===== config.mk =====
export PLATFORM = sky130hd
export DESIGN_NAME = fetch_queue
export DESIGN_NICKNAME = d
export VERILOG_FILES = /design/src/rtl/fetch_queue.sv
export SDC_FILE = /design/constraint.sdc
export NUM_CORES = 1
export LEC_CHECK = 0
export BUFFER_PORTS_ARGS = -buffer_cell sky130_fd_sc_hd__buf_4
export CORE_ASPECT_RATIO = 1.25
export CORE_UTILIZATION = 32
export CTS_BUF_LIST = sky130_fd_sc_hd__clkbuf_4 sky130_fd_sc_hd__clkbuf_8
export DETAILED_ROUTE_END_ITERATION = 10
export MAX_ROUTING_LAYER = met4
export PLACE_DENSITY_LB_ADDON = 0.05
export SYNTH_ARGS = -nofsm -noshare
export SYNTH_HDL_FRONTEND = slang
export SYNTH_SLANG_ARGS = --single-unit

===== constraint.sdc =====
create_clock -name clock -period 6.75 [get_ports clock]
set_input_delay 0.3375 -clock clock [delete_from_list [all_inputs] [get_ports clock]]
set_output_delay 0.3375 -clock clock [all_outputs]
set_load 0.1 [all_outputs]

===== src/rtl/fetch_queue.sv =====
`timescale 1ns/1ps
// fetch_queue
// Fetch stage: issues word-aligned fetch requests to imem and buffers the
// in-order responses in a DEPTH-entry circular queue with their PCs. The
// queue hands instructions to decode over a valid/ready interface. A redirect
// from execute flushes the queue, restarts fetch at the new PC, and marks
// every still-in-flight response to be dropped on arrival.
//
// Optional build macro:
//   FETCH_BYPASS_EN  a live response that arrives while the queue is empty is
//                    shown on dec_* in the same cycle. It skips the queue if
//                    decode takes it.
//
// Ports:
//   clock, reset          rising-edge clock, async active-low reset
//   imem_req_valid/addr   fetch request (combinational), imem_req_ready accept
//   imem_rsp_valid/data   in-order instruction responses
//   redirect_valid/pc     flush and restart fetch at redirect_pc & ~3
//   dec_valid/pc/inst     queue head to decode, dec_ready consumes it
//   count                 queue occupancy
module fetch_queue #(
  parameter int              XLEN     = 32,
  parameter int              DEPTH    = 4,
  parameter logic [XLEN-1:0] RESET_PC = 32'h0100_0000
) (
  input  logic                       clock,
  input  logic                       reset,
  output logic                       imem_req_valid,
  output logic [XLEN-1:0]            imem_req_addr,
  input  logic                       imem_req_ready,
  input  logic                       imem_rsp_valid,
  input  logic [31:0]                imem_rsp_data,
  input  logic                       redirect_valid,
  input  logic [XLEN-1:0]            redirect_pc,
  output logic                       dec_valid,
  output logic [XLEN-1:0]            dec_pc,
  output logic [31:0]                dec_inst,
  input  logic                       dec_ready,
  output logic [$clog2(DEPTH+1)-1:0] count
);
  localparam int CW = $clog2(DEPTH+1);
  localparam int PW = $clog2(DEPTH);

  logic            started;      // low in the first cycle after reset release
  logic [XLEN-1:0] fetch_pc, rsp_pc, last_pc;
  logic [31:0]     last_inst;
  logic [CW-1:0]   outstanding, drop_cnt, live;
  logic [PW-1:0]   rd_ptr, wr_ptr;
  logic [XLEN-1:0] pc_mem   [DEPTH];
  logic [31:0]     inst_mem [DEPTH];
  logic            q_empty, accept, rsp_live, byp, push, pop;

  assign live    = outstanding - drop_cnt;
  assign q_empty = (count == '0);

  // Credit check: every live in-flight request already owns a queue slot,
  // so an arriving live response can never find the queue full.
  assign imem_req_valid = started && !redirect_valid && (drop_cnt == '0) &&
                          (({1'b0, count} + {1'b0, live}) < (CW+1)'(DEPTH));
  assign imem_req_addr  = fetch_pc;
  assign accept         = imem_req_valid && imem_req_ready;

  // A response belongs to the current stream only when nothing is owed to
  // the drop counter and no redirect is being taken this cycle.
  assign rsp_live = started && imem_rsp_valid && !redirect_valid && (drop_cnt == '0);

`ifdef FETCH_BYPASS_EN
  assign byp = rsp_live && q_empty;
`else
  assign byp = 1'b0;
`endif

  // When empty (and not bypassing), dec_pc/dec_inst replay the last head
  // that was shown, so they stay stable rather than exposing a stale slot.
  assign dec_valid = !q_empty || byp;
  assign dec_pc    = !q_empty ? pc_mem[rd_ptr]   : (byp ? rsp_pc        : last_pc);
  assign dec_inst  = !q_empty ? inst_mem[rd_ptr] : (byp ? imem_rsp_data : last_inst);

  assign pop  = !q_empty && dec_ready && !redirect_valid;
  assign push = rsp_live && !(byp && dec_ready);

  always_ff @(posedge clock or negedge reset) begin
    if (!reset) begin
      started     <= 1'b0;
      fetch_pc    <= RESET_PC;
      rsp_pc      <= RESET_PC;
      last_pc     <= '0;
      last_inst   <= '0;
      outstanding <= '0;
      drop_cnt    <= '0;
      rd_ptr      <= '0;
      wr_ptr      <= '0;
      count       <= '0;
    end else begin
      started <= 1'b1;
      if (dec_valid) begin
        last_pc   <= dec_pc;
        last_inst <= dec_inst;
      end
      if (redirect_valid) begin
        // A response landing this cycle retires one of the outstanding
        // requests itself; every remaining one is stale and must be dropped.
        fetch_pc    <= redirect_pc & ~XLEN'(3);
        rsp_pc      <= redirect_pc & ~XLEN'(3);
        outstanding <= outstanding - CW'(imem_rsp_valid);
        drop_cnt    <= outstanding - CW'(imem_rsp_valid);
        rd_ptr      <= '0;
        wr_ptr      <= '0;
        count       <= '0;
      end else begin
        if (accept)   fetch_pc <= fetch_pc + XLEN'(4);
        if (rsp_live) rsp_pc   <= rsp_pc + XLEN'(4);
        outstanding <= outstanding + CW'(accept) - CW'(imem_rsp_valid);
        if (imem_rsp_valid && (drop_cnt != '0)) drop_cnt <= drop_cnt - CW'(1);
        if (push) wr_ptr <= wr_ptr + PW'(1);
        if (pop)  rd_ptr <= rd_ptr + PW'(1);
        count <= count + CW'(push) - CW'(pop);
      end
    end
  end

  // Queue storage needs no reset: count gates every read of it.
  always_ff @(posedge clock) begin
    if (push) begin
      pc_mem[wr_ptr]   <= rsp_pc;
      inst_mem[wr_ptr] <= imem_rsp_data;
    end
  end

endmodule


Yosys cells after proc, flatten, opt, wreduce, memory -nomap -nowiden
Memory sizes are Yosys's and may differ from the RTL's.
Index checks and enable logic that the tools add are counted.
{"block": "totals", "input_bits": 70, "mem_count": 2, "ram_bits": 256, "ff_bits": 142, "output_inout_bits": 101}
{"name": "inst_mem", "depth": 4, "width": 32, "rd": 1, "rd_clocked_by_memory_dff": 0, "wr": 1, "line_no": "50", "source": "logic [31:0] inst_mem [DEPTH];"}
{"name": "pc_mem", "depth": 4, "width": 32, "rd": 1, "rd_clocked_by_memory_dff": 0, "wr": 1, "line_no": "49", "source": "logic [XLEN-1:0] pc_mem [DEPTH];"}
{"block": "op_classes", "n_mux": 16, "magnitude_cmp": 1, "n_reduce_logical": 19, "add_sub_neg": 12}
{"op": "$mux 32", "count": 6}
{"op": "$add 32x3->32 const B", "count": 2}
{"op": "$mux 3", "count": 4}
{"op": "$logic_and 1x1->1", "count": 10}
{"op": "$sub 3x1->3", "count": 3}
{"op": "$mux 2", "count": 4}
{"op": "$reduce_bool 2->1", "count": 4}
{"op": "$add 3x1->3", "count": 2}
{"op": "$logic_not 3->1", "count": 2}
{"op": "$add 2x1->2 const B", "count": 2}
{"op": "$add 3x3->4", "count": 1}
{"op": "$lt 4x3->1 const B", "count": 1}
{"op": "$reduce_bool 3->1", "count": 1}
{"op": "$sub 3x1->3 const B", "count": 1}
{"op": "$sub 3x3->3", "count": 1}
{"op": "$logic_not 1->1", "count": 2}
{"op": "$mux 1", "count": 2}

Logic depth before layout (Yosys ltp)
{"block": "depth", "ltp_word": 8, "depth_mapped": 19, "ltp_nobuf": 17}

Worst setup path after synthesis
OpenSTA, ideal clock, no wires.
{"block": "synth_path", "path_kind": "reg-to-output", "start": "register count[1]", "end": "output port dec_inst[22]", "arrival_ns": 3.463, "path_slack_ns": 2.950, "path_stages_with_launch": 7, "required_ns": 6.412, "cell_sequence": "dfrtp_1 nor3_1 inv_1 clkbuf_1 clkbuf_1 nand2_1 nand2_1"}
{"block": "synth_via", "elab_chain_len": 2}
{"item": "start, declared", "line_no": "39", "source": "output logic [$clog2(DEPTH+1)-1:0] count"}
{"item": "start signal, assigned", "line_no": "117", "source": "count <= count + CW'(push) - CW'(pop);"}
{"item": "$logic_not 3->1", "line_no": "54", "source": "assign q_empty = (count == '0);"}
{"item": "$mux 32", "line_no": "77", "source": "assign dec_inst = !q_empty ? inst_mem[rd_ptr] : (byp ? imem_rsp_data : last_inst);"}
{"item": "end, declared", "line_no": "37", "source": "output logic [31:0] dec_inst,"}
Every way passes these cells.

Final worst setup path
{"block": "layout_path", "start": "register outstanding[0]", "end": "register outstanding[2]"}
{"block": "layout_via", "elab_chain_len": 8}
{"item": "start, declared", "line_no": "47", "source": "logic [CW-1:0] outstanding, drop_cnt, live;"}
{"item": "start signal, assigned", "line_no": "105", "source": "outstanding <= outstanding - CW'(imem_rsp_valid);"}
{"item": "start signal, assigned", "line_no": "113", "source": "outstanding <= outstanding + CW'(accept) - CW'(imem_rsp_valid);"}
{"item": "$sub 3x3->3", "line_no": "53", "source": "assign live = outstanding - drop_cnt;"}
{"item": "$add 3x3->4", "line_no": "59", "source": "(({1'b0, count} + {1'b0, live}) < (CW+1)'(DEPTH));"}
{"item": "$lt 4x3->1", "line_no": "59"}
{"item": "$logic_and 1x1->1", "line_no": "58", "source": "assign imem_req_valid = started && !redirect_valid && (drop_cnt == '0) &&"}
{"item": "$logic_and 1x1->1", "line_no": "61", "source": "assign accept = imem_req_valid && imem_req_ready;"}
{"item": "$add 3x1->3", "line_no": "113"}
{"item": "$sub 3x1->3", "line_no": "113"}
{"item": "$mux 3 (*)", "line_no": "100", "source": "if (redirect_valid) begin"}
Mark *: on every way between the ends. The rest lies on a longest branch, timed or not.
A chain may end at the register's enable or synchronous reset.

==> flow_metrics.tcl <==
set metrics [dict create \
    drive_gt1_share_pct 27.3 \
    start_kind "flip-flop" \
    synth_cells 1127 \
    maxCapViolCount 0 \
    path_max_fanout 26 \
    dp_hpwl_um 23900 \
    hold_viol 0 \
    multiInputGateArea_um2 4760 \
    p_clk_share_pct 23.2 \
    cts_tree "built" \
    r2r_setup_slack_ns 2.81 \
    area_delta_synth_final_pct 24.7 \
    seqPwrFrac_pct 31.4 \
    yosysSeqAreaShare_pct 68.4 \
    grt_pass1_vias 10417 \
    switching_share_pct 47.7 \
    min-delay-start "redirect_pc[28]" \
    rr_worst_depth 18 \
    grt_max_degree 68 \
    yosys_warnings 0 \
    cts.path.max_buffers 3 \
    routabilityCongestion 0.760 \
    post-synth-top-count-cell "nand2_1" \
    endpoint_kind "flip-flop" \
    cts_post_setup_buffers_inserted 0 \
    die_w_um 202 \
    p_leak_nw 7.87 \
    synth_cell_types 54 \
    max_freq_mhz 254 \
    nets 1477 \
    clkTransAtPathRegs_ns 0.06 \
    start_util_pct 32.3 \
    cts_sinks 386 \
    async_flop_share_pct 35.8 \
    antenna_found_initial 1 \
    post-route-period-util_pct 58.3 \
    status "completed" \
    hp-class "input port to flip-flop" \
    grt_overflow 0 \
    vias 9794 \
    port_buffers 166 \
    pwr-share-comb_pct 45.4 \
    core-area_um2 49300 \
    syn_area_um2 15900 \
    hold_path_end "imem_req_addr[28]" \
    yosys_register_bits 386 \
    nFillCells 4716 \
    clock_latency_ns 0.62 \
    critPathArrivalTime_ns 4.46 \
    die_height_um 252 \
    ys_top_cells_by_count "312 x nand2_1, 248 x edfxtp_1, 136 x dfrtp_1" \
    p_switching_mw 4.56 \
    viasPerCell 4.68 \
    synthFlopType "edfxtp_1" \
    post_drt_wl_per_cell_um 18.9 \
    finalSetupTns_ns 0 \
    finalMaxSlewViolations 0 \
    grt_usage_pct 16.5 \
    max_slew_margin_pct 30.0 \
    min_path_cells 3 \
    synth-edff-count 248 \
    numCtsBuffers 69 \
    grt_first_pass_wirelength_um 61400 \
    antenna_left 0 \
    yosys-top-cells-area "edfxtp_1 47%, dfrtp_1 21%, mux4_2 8.8%, nand2_1 7.3%, ha_1 1.3%" \
    ios 171 \
    synth.top_cell.area_share_pct 46.7 \
    htree_levels 3 \
    rows 91 \
    die_area_um2 50700 \
    rsz0062_at_grt "false" \
    r2r_start "outstanding[0]" \
    fin_skew_ns 0.0265 \
    fin_crit_ns 3.94 \
    root_buffer "clkbuf_8" \
    crit_type "flip-flop to flip-flop" \
    p_int_mw 5.00 \
    yosysTopAreaCell "edfxtp_1" \
    worstMarginPinSlew_ns 1.05 \
    ir_worst_vdd_mv 0.313 \
    power_density_nw_per_um2 481 \
    setup_viol 0 \
    fin_area_um2 19900 \
    drt_wl_total_um 39500 \
    syn_area_per_cell_um2 14.1 \
    drt-pass1-iter-count 4 \
    drc_errors 0 \
    dpl_cell_area_um2 17900 \
    crit_required_ns 7.27 \
    regArea_um2 10900 \
    r2r-end "outstanding[2]" \
    drt_iter0_drc 346 \
]
-- metal layers --
| layer | vias to the layer above | track usage (%) | routed length [µm] |
|---|---|---|---|
| met1 | 4864 | 19.7 | 17000 |
| met5 | - | - | 0 |
| met4 | 0 | 6.19 | 804 |
| met3 | 67 | 2.85 | 1440 |
| met2 | 205 | 28.0 | 20200 |
| li1 | 4658 | - | - |
-- critical path: stages (launching register included) --
cell	delay, ns
dfrtp_1	0.37
inv_1	0.09
ha_1	0.14
inv_1	0.04
fa_1	0.37
xor2_1	0.16
xnor2_1	0.13
ha_1	0.27
nor3_1	0.19
and4_1	0.23
buf_4	0.27
inv_4	0.18
ha_1	0.31
inv_1	0.03
ha_1	0.19
fa_1	0.39
xor2_1	0.15
o21ai_0	0.18
xor2_1	0.15
-- registers in the layout, indices dropped and copies added, names as in the netlist --
register	cells
wr_ptr	2
pc_mem	120
rd_ptr	2
inst_mem	128
outstanding	3
drop_cnt	3
count	3
imem_req_addr	30
rsp_pc	30
started	1
last_pc	32
last_inst	32
-- area by class of cell --
| type | count | share of cell area [%] |
|---|---|---|
| Clock inverter | 19 | 0.692 |
| Timing Repair Buffer | 236 | 9.63 |
| Inverter | 21 | 0.409 |
| Tap cell | 651 | 4.10 |
| Multi-Input combinational cell | 673 | 23.9 |
| Clock buffer | 105 | 6.35 |
| Antenna cell | 1 | 0.0126 |
| Sequential cell | 386 | 54.9 |
-- worst max-delay path by stage --
stage                              start  slack (ns)        endpoint  depth (start not counted)
final                     outstanding[0]        2.81  outstanding[2]                         18
after global routing      outstanding[0]        2.38  outstanding[2]                         18
after CTS                       count[1]        2.67      dec_pc[10]                          7
after detailed placement  outstanding[0]        2.76  outstanding[2]                         18
after global placement    outstanding[0]        2.75  outstanding[2]                         18
after floorplan                 count[1]        2.95    dec_inst[22]                          6
-- timing repair --
item / 4_1_cts / 5_1_grt
endpoints found under the hold margin: 200 / 0
gates resized for setup: 0 / 0
hold buffers: 56 / 0
-- placed cells by master (no fill, tap or decap), types with 10 or more instances in the layout --
| master | instances |
|---|---|
| nand2_1 | 312 |
| edfxtp_1 | 248 |
| buf_4 | 179 |
| dfrtp_1 | 134 |
| clkbuf_8 | 76 |
| mux4_2 | 62 |
| dlygate4sd3_1 | 56 |
| nand3_1 | 31 |
| clkbuf_4 | 29 |
| o21ai_0 | 28 |
| nor2_1 | 25 |
| xor2_1 | 20 |
| o211ai_1 | 20 |
| inv_1 | 19 |
| nand4_1 | 19 |
| xnor2_1 | 17 |
| ha_1 | 17 |
| o311ai_0 | 13 |
| a21oi_1 | 13 |
| and3_1 | 11 |
| mux2_2 | 10 |
-- power by group through the flow --
| stage | logic (mW) | registers, mW | clock network (mW) |
|---|---|---|---|
| after floorplan | 3.32 | 3.11 | 0 |
| after global placement | 4.37 | 3.05 | 0 |
| after detailed placement | 4.39 | 3.06 | 0 |
| after CTS | 4.42 | 3.01 | 2.31 |
| after global routing | 4.60 | 3.05 | 2.40 |
| final | 4.34 | 3.00 | 2.22 |
-- logic make-up after synthesis --
| group | count (synthesis) | share of synthesized area (%) |
|---|---|---|
| multiplexers | 72 | 9.46 |
| other | 2 | 0.0471 |
| AO/OA/AOI/OAI | 95 | 3.87 |
| buffers and inverters | 69 | 1.84 |
| XOR/XNOR | 37 | 2.03 |
| adder cells (fa/ha/maj) | 20 | 1.71 |
| flip-flops | 386 | 68.4 |
| AND/OR/NAND/NOR | 446 | 12.7 |
-- through the flow --
stage | cells | setup slack [ns] | total power, mW | hold WS (ns) | util [%]
after global placement | 1911 | 2.75 | 7.42 | 0.254 | 36.4
after detailed placement | 1911 | 2.76 | 7.45 | 0.257 | 36.4
after CTS | 2091 | 2.67 | 9.75 | 0.000770 | 40.3
after global routing | 2092 | 2.38 | 10.1 | 0.0357 | 40.3
after floorplan | 1128 | 2.95 | 6.44 | 0.0419 | -
final | 2092 | 2.81 | 9.56 | 0.0446 | 40.3
Power figures use the tool's default switching activity.
